**src/rtl/mem_port_arbiter_pkg.sv**
```systemverilog
// Shared types for the memory port arbiter.
//   mem_owner_t : tag carried through the read-return pipeline
//   mem_req_t   : one requester's request bundle, so the three ports mux uniformly
package cpu_types;

    typedef enum logic [1:0] {
        OWN_NONE,
        OWN_INSTR,
        OWN_DATA,
        OWN_DEBUG
    } mem_owner_t;

    typedef struct packed {
        logic        req;
        logic        we;
        logic [31:0] addr;
        logic [3:0]  be;
        logic [31:0] wdata;
    } mem_req_t;

    localparam logic [3:0] BE_FULL = 4'b1111;

    // Instruction fetch is read-only: full-word enables, no write data.
    function automatic mem_req_t instr_req(input logic req, input logic [31:0] addr);
        mem_req_t r;
        r.req   = req;
        r.we    = 1'b0;
        r.addr  = addr;
        r.be    = BE_FULL;
        r.wdata = '0;
        return r;
    endfunction

endpackage

```
**src/rtl/mem_port_arbiter_owner_pipe.sv**
```systemverilog
// mem_owner_pipe: DEPTH-stage shift register of owner tags, matching the RAM
// read latency so each returning word is attributed to its requester.
//   clk, rst_n : clock, synchronous active-low reset (clears all tags)
//   tag_i      : owner of the read issued this cycle (OWN_NONE otherwise)
//   tag_o      : owner of the read whose data is on mem_rdata this cycle
module mem_owner_pipe
    import cpu_types::*;
#(
    parameter int DEPTH = 1
) (
    input  logic       clk,
    input  logic       rst_n,
    input  mem_owner_t tag_i,
    output mem_owner_t tag_o
);

    mem_owner_t pipe_q [DEPTH];

    always_ff @(posedge clk) begin
        if (!rst_n) begin
            for (int k = 0; k < DEPTH; k++) pipe_q[k] <= OWN_NONE;
        end else begin
            pipe_q[0] <= tag_i;
            for (int k = 1; k < DEPTH; k++) pipe_q[k] <= pipe_q[k-1];
        end
    end

    assign tag_o = pipe_q[DEPTH-1];

endmodule

```
**src/rtl/mem_port_arbiter.sv**
```systemverilog
// mem_port_arbiter: shares one single-port synchronous RAM between CPU
// instruction fetch (i_*), CPU data (d_*) and a debug/loader port (x_*).
// One access per cycle, granted combinationally; reads are tracked by an
// owner-tag pipeline so the matching *_rvalid fires MEM_LATENCY cycles later.
//   clk, rst_n            : clock, synchronous active-low reset
//   i_req/i_addr          : instruction read request; i_gnt, i_rvalid back
//   d_req/we/addr/be/wdata: data request; d_gnt, d_rvalid back
//   x_req/we/addr/be/wdata: debug request; x_gnt, x_rvalid back
//   rdata                 : shared read data (mem_rdata passthrough)
//   mem_*                 : RAM macro interface (word address)
module mem_port_arbiter
    import cpu_types::*;
#(
    parameter int ADDR_WIDTH   = 10,
    parameter int MEM_LATENCY  = 1,
    parameter int STARVE_LIMIT = 8
) (
    input  logic                  clk,
    input  logic                  rst_n,
    input  logic                  i_req,
    input  logic [31:0]           i_addr,
    output logic                  i_gnt,
    output logic                  i_rvalid,
    input  logic                  d_req,
    input  logic                  d_we,
    input  logic [31:0]           d_addr,
    input  logic [3:0]            d_be,
    input  logic [31:0]           d_wdata,
    output logic                  d_gnt,
    output logic                  d_rvalid,
    input  logic                  x_req,
    input  logic                  x_we,
    input  logic [31:0]           x_addr,
    input  logic [3:0]            x_be,
    input  logic [31:0]           x_wdata,
    output logic                  x_gnt,
    output logic                  x_rvalid,
    output logic [31:0]           rdata,
    output logic                  mem_en,
    output logic                  mem_we,
    output logic [ADDR_WIDTH-1:0] mem_addr,
    output logic [3:0]            mem_be,
    output logic [31:0]           mem_wdata,
    input  logic [31:0]           mem_rdata
);

    localparam int CW = $clog2(STARVE_LIMIT + 1);
    localparam logic [CW-1:0] LIMIT = CW'(STARVE_LIMIT);

    mem_req_t   i_r, d_r, x_r, g_r;
    mem_owner_t sel, tag_in, tag_out;
    logic [CW-1:0] starve_q, starve_d;
    logic x_pri;

    assign i_r = instr_req(i_req, i_addr);
    assign d_r = '{req: d_req, we: d_we, addr: d_addr, be: d_be, wdata: d_wdata};
    assign x_r = '{req: x_req, we: x_we, addr: x_addr, be: x_be, wdata: x_wdata};

    // Debug jumps the queue for one grant once it has waited STARVE_LIMIT cycles.
    assign x_pri = (starve_q == LIMIT);

    always_comb begin
        sel = OWN_NONE;
        g_r = '0;
        if (rst_n) begin
            if (x_pri && x_r.req) begin
                sel = OWN_DEBUG; g_r = x_r;
            end else if (d_r.req) begin
                sel = OWN_DATA;  g_r = d_r;
            end else if (i_r.req) begin
                sel = OWN_INSTR; g_r = i_r;
            end else if (x_r.req) begin
                sel = OWN_DEBUG; g_r = x_r;
            end
        end
    end

    assign i_gnt = (sel == OWN_INSTR);
    assign d_gnt = (sel == OWN_DATA);
    assign x_gnt = (sel == OWN_DEBUG);

    assign mem_en    = (sel != OWN_NONE);
    assign mem_we    = mem_en & g_r.we;
    assign mem_addr  = g_r.addr[ADDR_WIDTH+1:2];
    assign mem_be    = g_r.be;
    assign mem_wdata = g_r.wdata;

    // Byte offset and bits above the RAM range are intentionally dropped.
    logic unused_addr_bits;
    assign unused_addr_bits = ^{g_r.addr[31:ADDR_WIDTH+2], g_r.addr[1:0]};

    always_comb begin
        starve_d = starve_q;
        if (!x_req || x_gnt)    starve_d = '0;
        else if (starve_q < LIMIT) starve_d = starve_q + 1'b1;
    end

    always_ff @(posedge clk) begin
        if (!rst_n) starve_q <= '0;
        else        starve_q <= starve_d;
    end

    assign tag_in = (mem_en && !g_r.we) ? sel : OWN_NONE;

    mem_owner_pipe #(.DEPTH(MEM_LATENCY)) u_owner_pipe (
        .clk   (clk),
        .rst_n (rst_n),
        .tag_i (tag_in),
        .tag_o (tag_out)
    );

    // Gated by rst_n so a tag already at the output cannot fire during reset.
    assign i_rvalid = rst_n && (tag_out == OWN_INSTR);
    assign d_rvalid = rst_n && (tag_out == OWN_DATA);
    assign x_rvalid = rst_n && (tag_out == OWN_DEBUG);

    assign rdata = mem_rdata;

endmodule

```
**config.mk**
```make
export PLATFORM = sky130hd
export DESIGN_NAME = mem_port_arbiter
export DESIGN_NICKNAME = d
export VERILOG_FILES = /design/src/rtl/mem_port_arbiter_pkg.sv /design/src/rtl/mem_port_arbiter_owner_pipe.sv /design/src/rtl/mem_port_arbiter.sv
export SDC_FILE = /design/constraint.sdc
export NUM_CORES = 1
export LEC_CHECK = 0
export ABC_AREA = 0
export CORE_AREA = 5 5 110 112
export CTS_CLUSTER_SIZE = 40
export DETAILED_ROUTE_END_ITERATION = 7
export DIE_AREA = 0 0 115 117
export GPL_ROUTABILITY_DRIVEN = 0
export PLACE_DENSITY = 0.6
export SYNTH_ARGS = -nofsm -noshare
export SYNTH_HDL_FRONTEND = slang
export SYNTH_HIERARCHICAL = 1
export SYNTH_SLANG_ARGS = --single-unit
```
**constraint.sdc**
```tcl
create_clock -name clk -period 4.9 [get_ports clk]
set_input_delay 0.49 -clock clk [delete_from_list [all_inputs] [get_ports clk]]
set_output_delay 0.49 -clock clk [all_outputs]
set_load 0.05 [all_outputs]
```
==> out/qor.yml, run 1 <==
timing:
  finalClockSkew_ns: 0.000720
  period_share_pct: 78.4
  setup_viol: 0
  worst_pin_slew_ns: 0.618
  hold_violations: 0
  grt_setup_unrepaired: "false"
  max-slew-margin-rel_pct: 58.8
  fin_crit_ns: 3.84
  slew_violations: 0
  final.setup.tns_ns: 0
  fmax_mhz: 260
worst_setup_path:
  arrival_ns: 3.35
  crit_type: "input pin to output port"
  start_kind: "input pin"
  crit_required_ns: 4.41
  endpoint_kind: "output port"
  regToRegSetupSlack_ns: 2.72
  rr_worst_depth: 6
  reg2reg_to: "u_owner_pipe/pipe_q[0][1]$_SDFF_PN0_"
  path_max_fanout: 47
  rr_startpoint: "starve_q[0]$_SDFFE_PP0N_"
yosys:
  ys_seq_area_share_pct: 7.37
  yosysUniqueCellTypes: 36
  synth_area_um2: 1630
  synth_nets: 463
  syn_avg_cell_area_um2: 6.42
  yosysWarnings: 6
  synth_seq_cells: 6
  synthCells: 254
hold_path:
  hold_class: "flop to flop"
  hold_end: "starve_q[2]$_SDFFE_PP0N_"
  hold_path_depth: 2
  min-delay-start: "starve_q[2]$_SDFFE_PP0N_"
power_and_ir_drop:
  power_leakage_nw: 1.12
  ir_worst_vdd_v: 0.0000718
  finalPower_uw: 491
  powerDensity_nw_per_um2: 156
place:
  io_buffers: 162
  hpwl_mm: 6.21
clocking:
  clockBufferDepth: 2
  cts_buffers: 3
  htreeDepth: 1
  clkLatencyLatePin_ns: 0.23
  cts_setup_buffers: 0
  cts_root_buf: "clkbuf_16"
  cts_resized: 0
  clk_pin_slew_ns: 0.03
  clock-sinks: 6
  cts_tree: "done"
  holdBufCountCts: 0
floorplan:
  start_util_pct: 14.7
  die-width_um: 115
  core_um2: 11100
  ios: 293
  num_rows: 39
  die_h_um: 117
  die-area_um2: 13500
finish:
  n_antenna_cell: 0
  finalNetCount: 576
  area_growth_pct: 93.5
  final_common_cell: "clkdlybuf4s50_1"
  nFillCells: 1213
  seqCellArea_um2: 120
  mostFrequentLayoutCells: "161 x clkdlybuf4s50_1, 45 x a21oi_1, 33 x nand3_1, 33 x o21ai_0, 15 x nor2_1"
  drive_above_1_share_pct: 6.85
  multi_input_area_um2: 1110
drt:
  wire_per_inst_um: 16.7
  routed_via_density: 4.59
  drtIter0Drc: 80
  wirelength_mm: 8.47
  first_pass_iters: 4
  ant_nets: 0
  vias: 2332
  drcViolationCount: 0
global_routing:
  grt_max_degree: 52
  antenna_found_initial: 0
  grt_pass1_vias: 2390
  grt.total_usage_pct: 11.7
  grt_overflow_total: 0
  grt_pass1_wl_mm: 12.7
run:
  max-cap-violations: 0
run_status:
  status: "complete, no violations"
## how the worst max path moves through the flow
stage / startpoint / endpoint / slack (ns) / depth (start not counted)
2_1_floorplan: starve_q[0]$_SDFFE_PP0N_ / i_gnt / 1.90 / 5
3_3_place_gp: x_req / mem_wdata[14] / 1.01 / 6
3_5_place_dp: x_req / mem_wdata[14] / 0.97 / 6
4_1_cts: x_req / mem_wdata[14] / 0.97 / 6
5_1_grt: x_req / mem_wdata[14] / 0.84 / 6
6_report: x_req / mem_wdata[14] / 1.06 / 6
## per-layer routing
layer,share of wire (%),global-route usage (%)
met2,49,21.2
met3,11,3.96
met5,0,0
met4,1.2,2.03
met1,39,13.4
## per-stage QoR
step	hold WS [ns]	utilization (%)	std cells	area [um^2]	setup slack (ns)
after floorplan	0.512	-	254	1630	1.90
after global placement	0.541	27.7	505	3080	1.01
after detailed placement	0.545	27.7	505	3080	0.968
after CTS	0.559	28.4	508	3150	0.973
after global routing	0.605	28.4	508	3150	0.842
final	0.555	28.4	508	3150	1.06
## report_power, final
part / switching, mW / leakage (nW) / internal, mW / total, mW
clock network: 0.0265 / 0.0370 / 0.105 / 0.131
registers: 0.00115 / 0.0488 / 0.0505 / 0.0516
logic: 0.163 / 1.03 / 0.145 / 0.308
total: 0.191 / 1.12 / 0.300 / 0.491
## area by class of cell
class,instances,share of cell area [%]
clock buffers,3,2.38
inverters,3,0.357
multi-input cells,185,35.1
flip-flops and latches,6,3.81
well taps,143,5.67
repair buffers,168,52.7
## worst max-delay path, stage by stage
cell and delay, ns:
clkdlybuf4s50_1 0.61, and4b_4 0.68, o31ai_4 0.25, buf_4 0.28, a21oi_1 0.19, clkdlybuf4s50_1 0.83
## cell usage after synthesis
cell type	count	area, um^2
a21oi_1	45	225
nand3_1	33	165
o21ai_0	33	165
buf_4	32	240
clkbuf_1	16	60.1
nor2_1	15	56.3
a21boi_0	10	75.1
o221a_2	9	101
buf_2	7	35.0
dfxtp_1	6	120
nand2_1	6	22.5
buf_6	5	56.3
o22ai_1	4	25.0
inv_1	3	11.3
a21oi_2	2	17.5
a31oi_1	2	12.5
and2_1	2	12.5
and3_1	2	12.5
and3b_1	2	17.5
ha_1	2	25.0
nand2b_1	2	12.5
nor2b_1	2	12.5
a211oi_1	1	7.51
and4b_4	1	13.8
mux2_2	1	11.3
mux2i_1	1	10.0
nand4b_1	1	8.76
nor4_1	1	6.26
o211a_1	1	10.0
o211ai_1	1	7.51
o221a_1	1	11.3
o221ai_2	1	15.0
o31a_1	1	8.76
o31ai_4	1	21.3
xnor2_1	1	8.76
xor2_1	1	8.76
## logic make-up (layout without fill, tap and decap cells)
logic type      after synthesis  count (layout)  synth area share (%)
compound gates              112             112                  43.1
simple gates                 67              67                  20.9
buf+inv                      63             174                  24.7
flops                         6               6                  7.37
fa+ha+maj                     2               2                  1.53
xor+xnor                      2               2                  1.07
mux                           2               2                  1.30
## registers in the layout (all words and copies together) (netlist names)
register,flops
starve_q,4
u_owner_pipe/pipe_q,2
No activity file was read; power rests on OpenSTA's default activity.
==> run 2: changes to the inputs <==
CORE_AREA = 5 5 111 113   (was 5 5 110 112)
DIE_AREA = 0 0 116 118   (was 0 0 115 117)
PLACE_DENSITY = 0.61   (was 0.6)
clock period = 3.45 ns   (was 4.9 ns; I/O delays follow)
==> run 2 against run 1 <==
Net effect:
- count of clock-buffer cells in the layout did not move
- clock power up 43%
- die area increased by 1.7%
- routed wire length down 2.0%
- cell count is 0.39% higher
- sequential share of layout area about the same
- non-clock buffer count up 2
==> out/qor.yml, run 2 (same netlist as run 1, synthesis figures left out) <==
global_routing:
  grt_pass1_wl_mm: 12.8  # +0.49%
  grt.total_usage_pct: 11.3  # -0.37 points
  grt_pass1_vias: 2464  # +3.1%
  antenna_found_initial: 0  # unchanged
  grt_overflow_total: 0  # unchanged
  grt_max_degree: 47  # -9.6%
drt:
  vias: 2287  # -1.9%
  routed_via_density: 4.48  # -2.3%
  drtIter0Drc: 107  # +34%
  first_pass_iters: 4  # unchanged
  wirelength_mm: 8.30  # -2.0%
  wire_per_inst_um: 16.3  # -2.4%
  drcViolationCount: 0  # unchanged
  ant_nets: 0  # unchanged
floorplan:
  core_um2: 11200  # +0.88%
  die-area_um2: 13700  # +1.7%
  ios: 293  # unchanged
  num_rows: 39  # unchanged
  start_util_pct: 14.5  # -0.13 points
  die-width_um: 116  # +0.87%
  die_h_um: 118  # +0.85%
worst_setup_path:
  path_max_fanout: 20  # -57%
  critical_path.top_delay_family: "buffers and inverters"
  crit_cells: 6  # unchanged
  critPathCapture: "mem_wdata[17]"
  arrival_ns: 2.57  # -0.78 ns
  path_common_cell: "buf_4"
  crit_required_ns: 3.11  # -1.30 ns
  crit_start: "x_req"
  reg2reg_to: "u_owner_pipe/pipe_q[0][0]$_SDFF_PN0_"
  critPathBufInv: 3  # unchanged
  endpoint_kind: "output port"
  start_kind: "input pin"
  regToRegSetupSlack_ns: 1.24  # -1.48 ns
  max_stage_delay_ns: 0.78  # -0.05 ns
  rr_worst_depth: 7  # +1
  crit_chain: "clkdlybuf4s50_1, and4b_4, o31ai_4, buf_4, a21oi_1, buf_4"
  critical-path-slowest-cell: "o31ai_4"
  crit_type: "input pin to output port"
  rr_startpoint: "starve_q[0]$_SDFFE_PP0N_"
clocking:
  cts_setup_buffers: 0  # unchanged
  cts_resized: 0  # unchanged
  clockBufferDepth: 2  # unchanged
  clk_pin_slew_ns: 0.03  # about the same
  cts_root_buf: "clkbuf_16"
  cts_buffers: 3  # unchanged
  holdBufCountCts: 0  # unchanged
  clkLatencyLatePin_ns: 0.23  # about the same
  cts_tree: "done"
  clock-sinks: 6  # unchanged
  htreeDepth: 1  # unchanged
finish:
  largest-register: "starve_q"
  finalNetCount: 578  # +0.35%
  largest_reg_flops: 4  # unchanged
  nFillCells: 1233  # +1.6%
  fin_cells: 510  # +0.39%
  fin_area_um2: 3180  # +0.95%
  area_growth_pct: 95.3
  reg_top3: "starve_q: 4 flops, u_owner_pipe/pipe_q: 2 flops"
  drive_above_1_share_pct: 20.7  # +14 points
  final_common_cell: "clkdlybuf4s50_1"
  n_antenna_cell: 0  # unchanged
  mostFrequentLayoutCells: "112 x clkdlybuf4s50_1, 46 x buf_4, 45 x a21oi_1"
power_and_ir_drop:
  power.share.clock_pct: 26.2  # -0.5 points
  power_leakage_nw: 1.25  # +12%
  switching_power_uw: 276  # +45%
  ir_worst_vdd_v: 0.000156  # +120%
  internal-power_uw: 436  # +45%
  comb_power_share_pct: 63.5  # +0.7 points
  switching_share_pct: 38.8  # -0.14 points
  seq_power_share_pct: 10.3  # -0.2 points
  powerDensity_nw_per_um2: 224  # +44%
timing:
  fin_crit_ns: 2.91
  fmax_mhz: 343
  worst_pin_slew_ns: 0.919  # +0.301 ns
  hold_slack_ns: 0.564  # +0.00920 ns
  setup_viol: 0  # unchanged
  finalClockSkew_ns: 0.000285  # -0.000435 ns
  final.setup.tns_ns: 0  # unchanged
  period_share_pct: 84.5
  max-slew-margin-rel_pct: 38.7  # -20 points
  slew_violations: 0  # unchanged
  grt_setup_unrepaired: "false"
  hold_violations: 0  # unchanged
place:
  placed_cells: 507  # +0.40%
  place_area_um2: 3110  # +0.98%
  hpwl_mm: 6.33  # +2.0%
  io_buffers: 162  # unchanged
hold_path:
  hold_class: "flop to flop"
run:
  max-cap-violations: 0  # unchanged
run_status:
  status: "complete, no violations"
run 2: power by group through the flow:
stage	Sequential, mW	Clock [mW]	Combinational (mW)
finish	0.0733	0.187	0.452
global route	0.0737	0.196	0.479
CTS	0.0733	0.189	0.455
detailed placement	0.0743	0	0.454
global placement	0.0742	0	0.450
floorplan	0.0739	0	0.325
run 2: cell type report:
cell class | instances | area, um^2 | area share [%]
flip-flops and latches | 6 | 120 | 3.77
repair buffers | 170 | 1690 | 53.1
clock buffers | 3 | 75.1 | 2.36
inverters | 3 | 11.3 | 0.354
well taps | 143 | 179 | 5.62
multi-input cells | 185 | 1110 | 34.8
run 2: worst min path at each step:
stage,from,end,slack (ns),depth (start not counted)
after floorplan,rst_n,u_owner_pipe/pipe_q[0][1]$_SDFF_PN0_,0.47,1
after global placement,starve_q[1]$_SDFFE_PP0N_,starve_q[1]$_SDFFE_PP0N_,0.54,2
after detailed placement,starve_q[2]$_SDFFE_PP0N_,starve_q[2]$_SDFFE_PP0N_,0.55,2
after CTS,starve_q[1]$_SDFFE_PP0N_,starve_q[1]$_SDFFE_PP0N_,0.56,2
after global routing,starve_q[1]$_SDFFE_PP0N_,starve_q[1]$_SDFFE_PP0N_,0.58,2
final,starve_q[2]$_SDFFE_PP0N_,starve_q[2]$_SDFFE_PP0N_,0.56,2
run 2: routing by layer:
metal | vias up | global-route usage [%] | wire, um
met5 | - | 0 | 0
met4 | 0 | 2.83 | 98
met3 | 12 | 3.65 | 927
met2 | 110 | 20.2 | 4020
met1 | 1046 | 12.7 | 3250
li1 | 1119 | - | -
run 2: worst min-delay path, delay by kind of cell, from the launching register on:
family,cells,cell delay [ns]
xor gates and xnor gates,1,0.09
DFF,1,0.36
and+or+nand+nor,1,0.07
run 2: through the flow:
stage | utilization, % | total power, mW | setup WS, ns
2_1_floorplan | - | 0.399 | 0.599
3_3_place_gp | 27.7 | 0.525 | 0.517
3_5_place_dp | 27.7 | 0.528 | 0.502
4_1_cts | 28.4 | 0.718 | 0.504
5_1_grt | 28.4 | 0.749 | 0.348
6_report | 28.4 | 0.712 | 0.535
==> run 3: changes to the inputs <==
CORE_AREA = 5 5 112 114   (was 5 5 111 113)
DIE_AREA = 0 0 117 119   (was 0 0 116 118)
PLACE_DENSITY = 0.58   (was 0.61)
clock period = 2.8 ns   (was 3.45 ns; I/O delays follow)
==> run 3 against run 2 <==
Net effect:
- non-clock buffer count rose by 1
- sequential power rose by 23%
- critical endpoint is now mem_addr[5]
- register-to-register slack got worse by 0.66 ns
- flip-flop and latch count did not move
==> out/qor.yml, run 3 (same netlist as run 1, synthesis figures left out) <==
power_and_ir_drop:
  ir_worst_vdd_v: 0.000231  # +48%
  powerDensity_nw_per_um2: 277  # +24%
  power_leakage_nw: 1.27  # +1.0%
  finalPower_uw: 881  # +24%
clocking:
  cts_tree: "done"
  cts_resized: 0  # unchanged
  clockBufferDepth: 2  # unchanged
  htreeDepth: 1  # unchanged
  cts_setup_buffers: 0  # unchanged
  cts_buffers: 3  # unchanged
  clk_pin_slew_ns: 0.03  # about the same
  clkLatencyLatePin_ns: 0.23  # about the same
  holdBufCountCts: 0  # unchanged
  clock-sinks: 6  # unchanged
  cts_root_buf: "clkbuf_16"
drt:
  ant_nets: 0  # unchanged
  routed_via_density: 4.56  # +1.7%
  drcViolationCount: 0  # unchanged
  first_pass_iters: 4  # unchanged
  vias: 2331  # +1.9%
  drtIter0Drc: 102  # -4.7%
  wire_per_inst_um: 16.6  # +2.0%
  wirelength_mm: 8.48  # +2.2%
timing:
  hold_violations: 0  # unchanged
  layout_setup_ws_ns: 0.197  # -0.338 ns
  finalClockSkew_ns: 0.00295  # +0.00266 ns
  setup_viol: 0  # unchanged
  fin_crit_ns: 2.60
  fmax_mhz: 384
  period_share_pct: 93.0
  slew_violations: 0  # unchanged
  final.setup.tns_ns: 0  # unchanged
  grt_setup_unrepaired: "false"
  max-slew-margin-rel_pct: 62.2  # +23 points
  worst_pin_slew_ns: 0.567  # -0.352 ns
floorplan:
  die_h_um: 119  # +0.85%
  ios: 293  # unchanged
  die-area_um2: 13900  # +1.7%
  start_util_pct: 14.4  # -0.13 points
  num_rows: 39  # unchanged
  core_um2: 11300  # +0.87%
  die-width_um: 117  # +0.86%
worst_setup_path:
  crit_type: "flop to output port"
  crit_required_ns: 2.52  # -0.59 ns
  arrival_ns: 2.32  # -0.25 ns
  critical_path.top_delay_family: "simple AND/OR/NAND/NOR gates"
  endpoint_kind: "output port"
  max_stage_delay_ns: 0.45  # -0.33 ns
  critPathBufInv: 2  # -1
  path_max_fanout: 14  # -30%
  crit_chain: "inv_1, ha_1, nand4b_1, nand2_1, o221a_2, buf_12"
  start_kind: "flop"
  critical-path-slowest-cell: "nand2_1"
global_routing:
  antenna_found_initial: 0  # unchanged
  grt_pass1_wl_mm: 12.6  # -1.5%
  grt_pass1_vias: 2293  # -6.9%
  grt_overflow_total: 0  # unchanged
  grt.total_usage_pct: 11.2  # -0.13 points
  grt_max_degree: 51  # +8.5%
finish:
  mostFrequentLayoutCells: "107 x clkdlybuf4s50_1, 52 x buf_4, 45 x a21oi_1"
  drive_above_1_share_pct: 22.3  # +1.6 points
  largest_reg_flops: 4  # unchanged
  finalNetCount: 579  # +0.17%
  reg_top3: "starve_q: 4 flops, u_owner_pipe/pipe_q: 2 flops"
  largest-register: "starve_q"
  area_growth_pct: 95.0
  n_antenna_cell: 0  # unchanged
  final_common_cell: "clkdlybuf4s50_1"
place:
  io_buffers: 162  # unchanged
  hpwl_mm: 6.57  # +3.7%
  pre_cts_ws_ns: 0.208  # -0.293 ns
hold_path:
  hold_class: "input pin to output port"
run:
  max-cap-violations: 0  # unchanged
run_status:
  status: "complete, no violations"
==> run 3: changes by cell type in the layout (fill, tap and decap cells not counted), sizes merged <==
cell,previous run,this run
buf,58,64
clkdlybuf4s50,112,107
==> run 3: layer usage <==
metal | global-route usage [%] | wire [um] | up-vias
met3 | 2.33 | 768 | 10
met2 | 19.2 | 4110 | 112
li1 | - | - | 1122
met1 | 14.5 | 3540 | 1087
met4 | 1.86 | 60 | 0
met5 | 0 | 0 | -
==> run 3: per-stage QoR <==
stage	utilization, %	hold WS, ns	std cells	cell area (um^2)
finish	28.1	0.560	511	3180
global route	28.1	0.560	511	3180
CTS	28.1	0.560	511	3180
detailed placement	27.4	0.556	508	3100
global placement	27.4	0.538	508	3100
floorplan	-	0.402	254	1630
==> run 3: final timing paths <==
| check | startpoint | endpoint | slack (ns) | depth (start not counted) |
|---|---|---|---|---|
| max reg2reg | starve_q[0]$_SDFFE_PP0N_ | u_owner_pipe/pipe_q[0][0]$_SDFF_PN0_ | 0.58 | 7 |
| max | starve_q[0]$_SDFFE_PP0N_ | mem_addr[5] | 0.20 | 6 |
| min | mem_rdata[0] | rdata[0] | 0.56 | 0 |
| min reg2reg | starve_q[2]$_SDFFE_PP0N_ | starve_q[2]$_SDFFE_PP0N_ | 0.57 | 2 |
==> run 3: worst register-to-register path, delay by kind of cell (launching register included) <==
kind                       cells  cell delay (ns)
AOI/OAI and AO/OA              1             0.23
adders and majority gates      1             0.20
buffers and inverters          2             0.33
DFF                            1             0.38
muxes                          1             0.41
and+or+nand+nor                2             0.59
==> run 3: area by class of cell <==
cell class                 instances  area, um^2
fill                            1217        8140
inverter                           3        11.3
clock buffer                       3        75.1
sequential                         6         120
multi-input combinational        185        1110
tap                              143         179
timing repair buffer             171        1690
==> run 3: report_power, final <==
group / total (mW) / internal, mW / leakage, nW / switching (mW)
Sequential: 0.0905 / 0.0884 / 0.0488 / 0.00212
Combinational: 0.559 / 0.266 / 1.18 / 0.293
Clock: 0.232 / 0.183 / 0.0370 / 0.0483
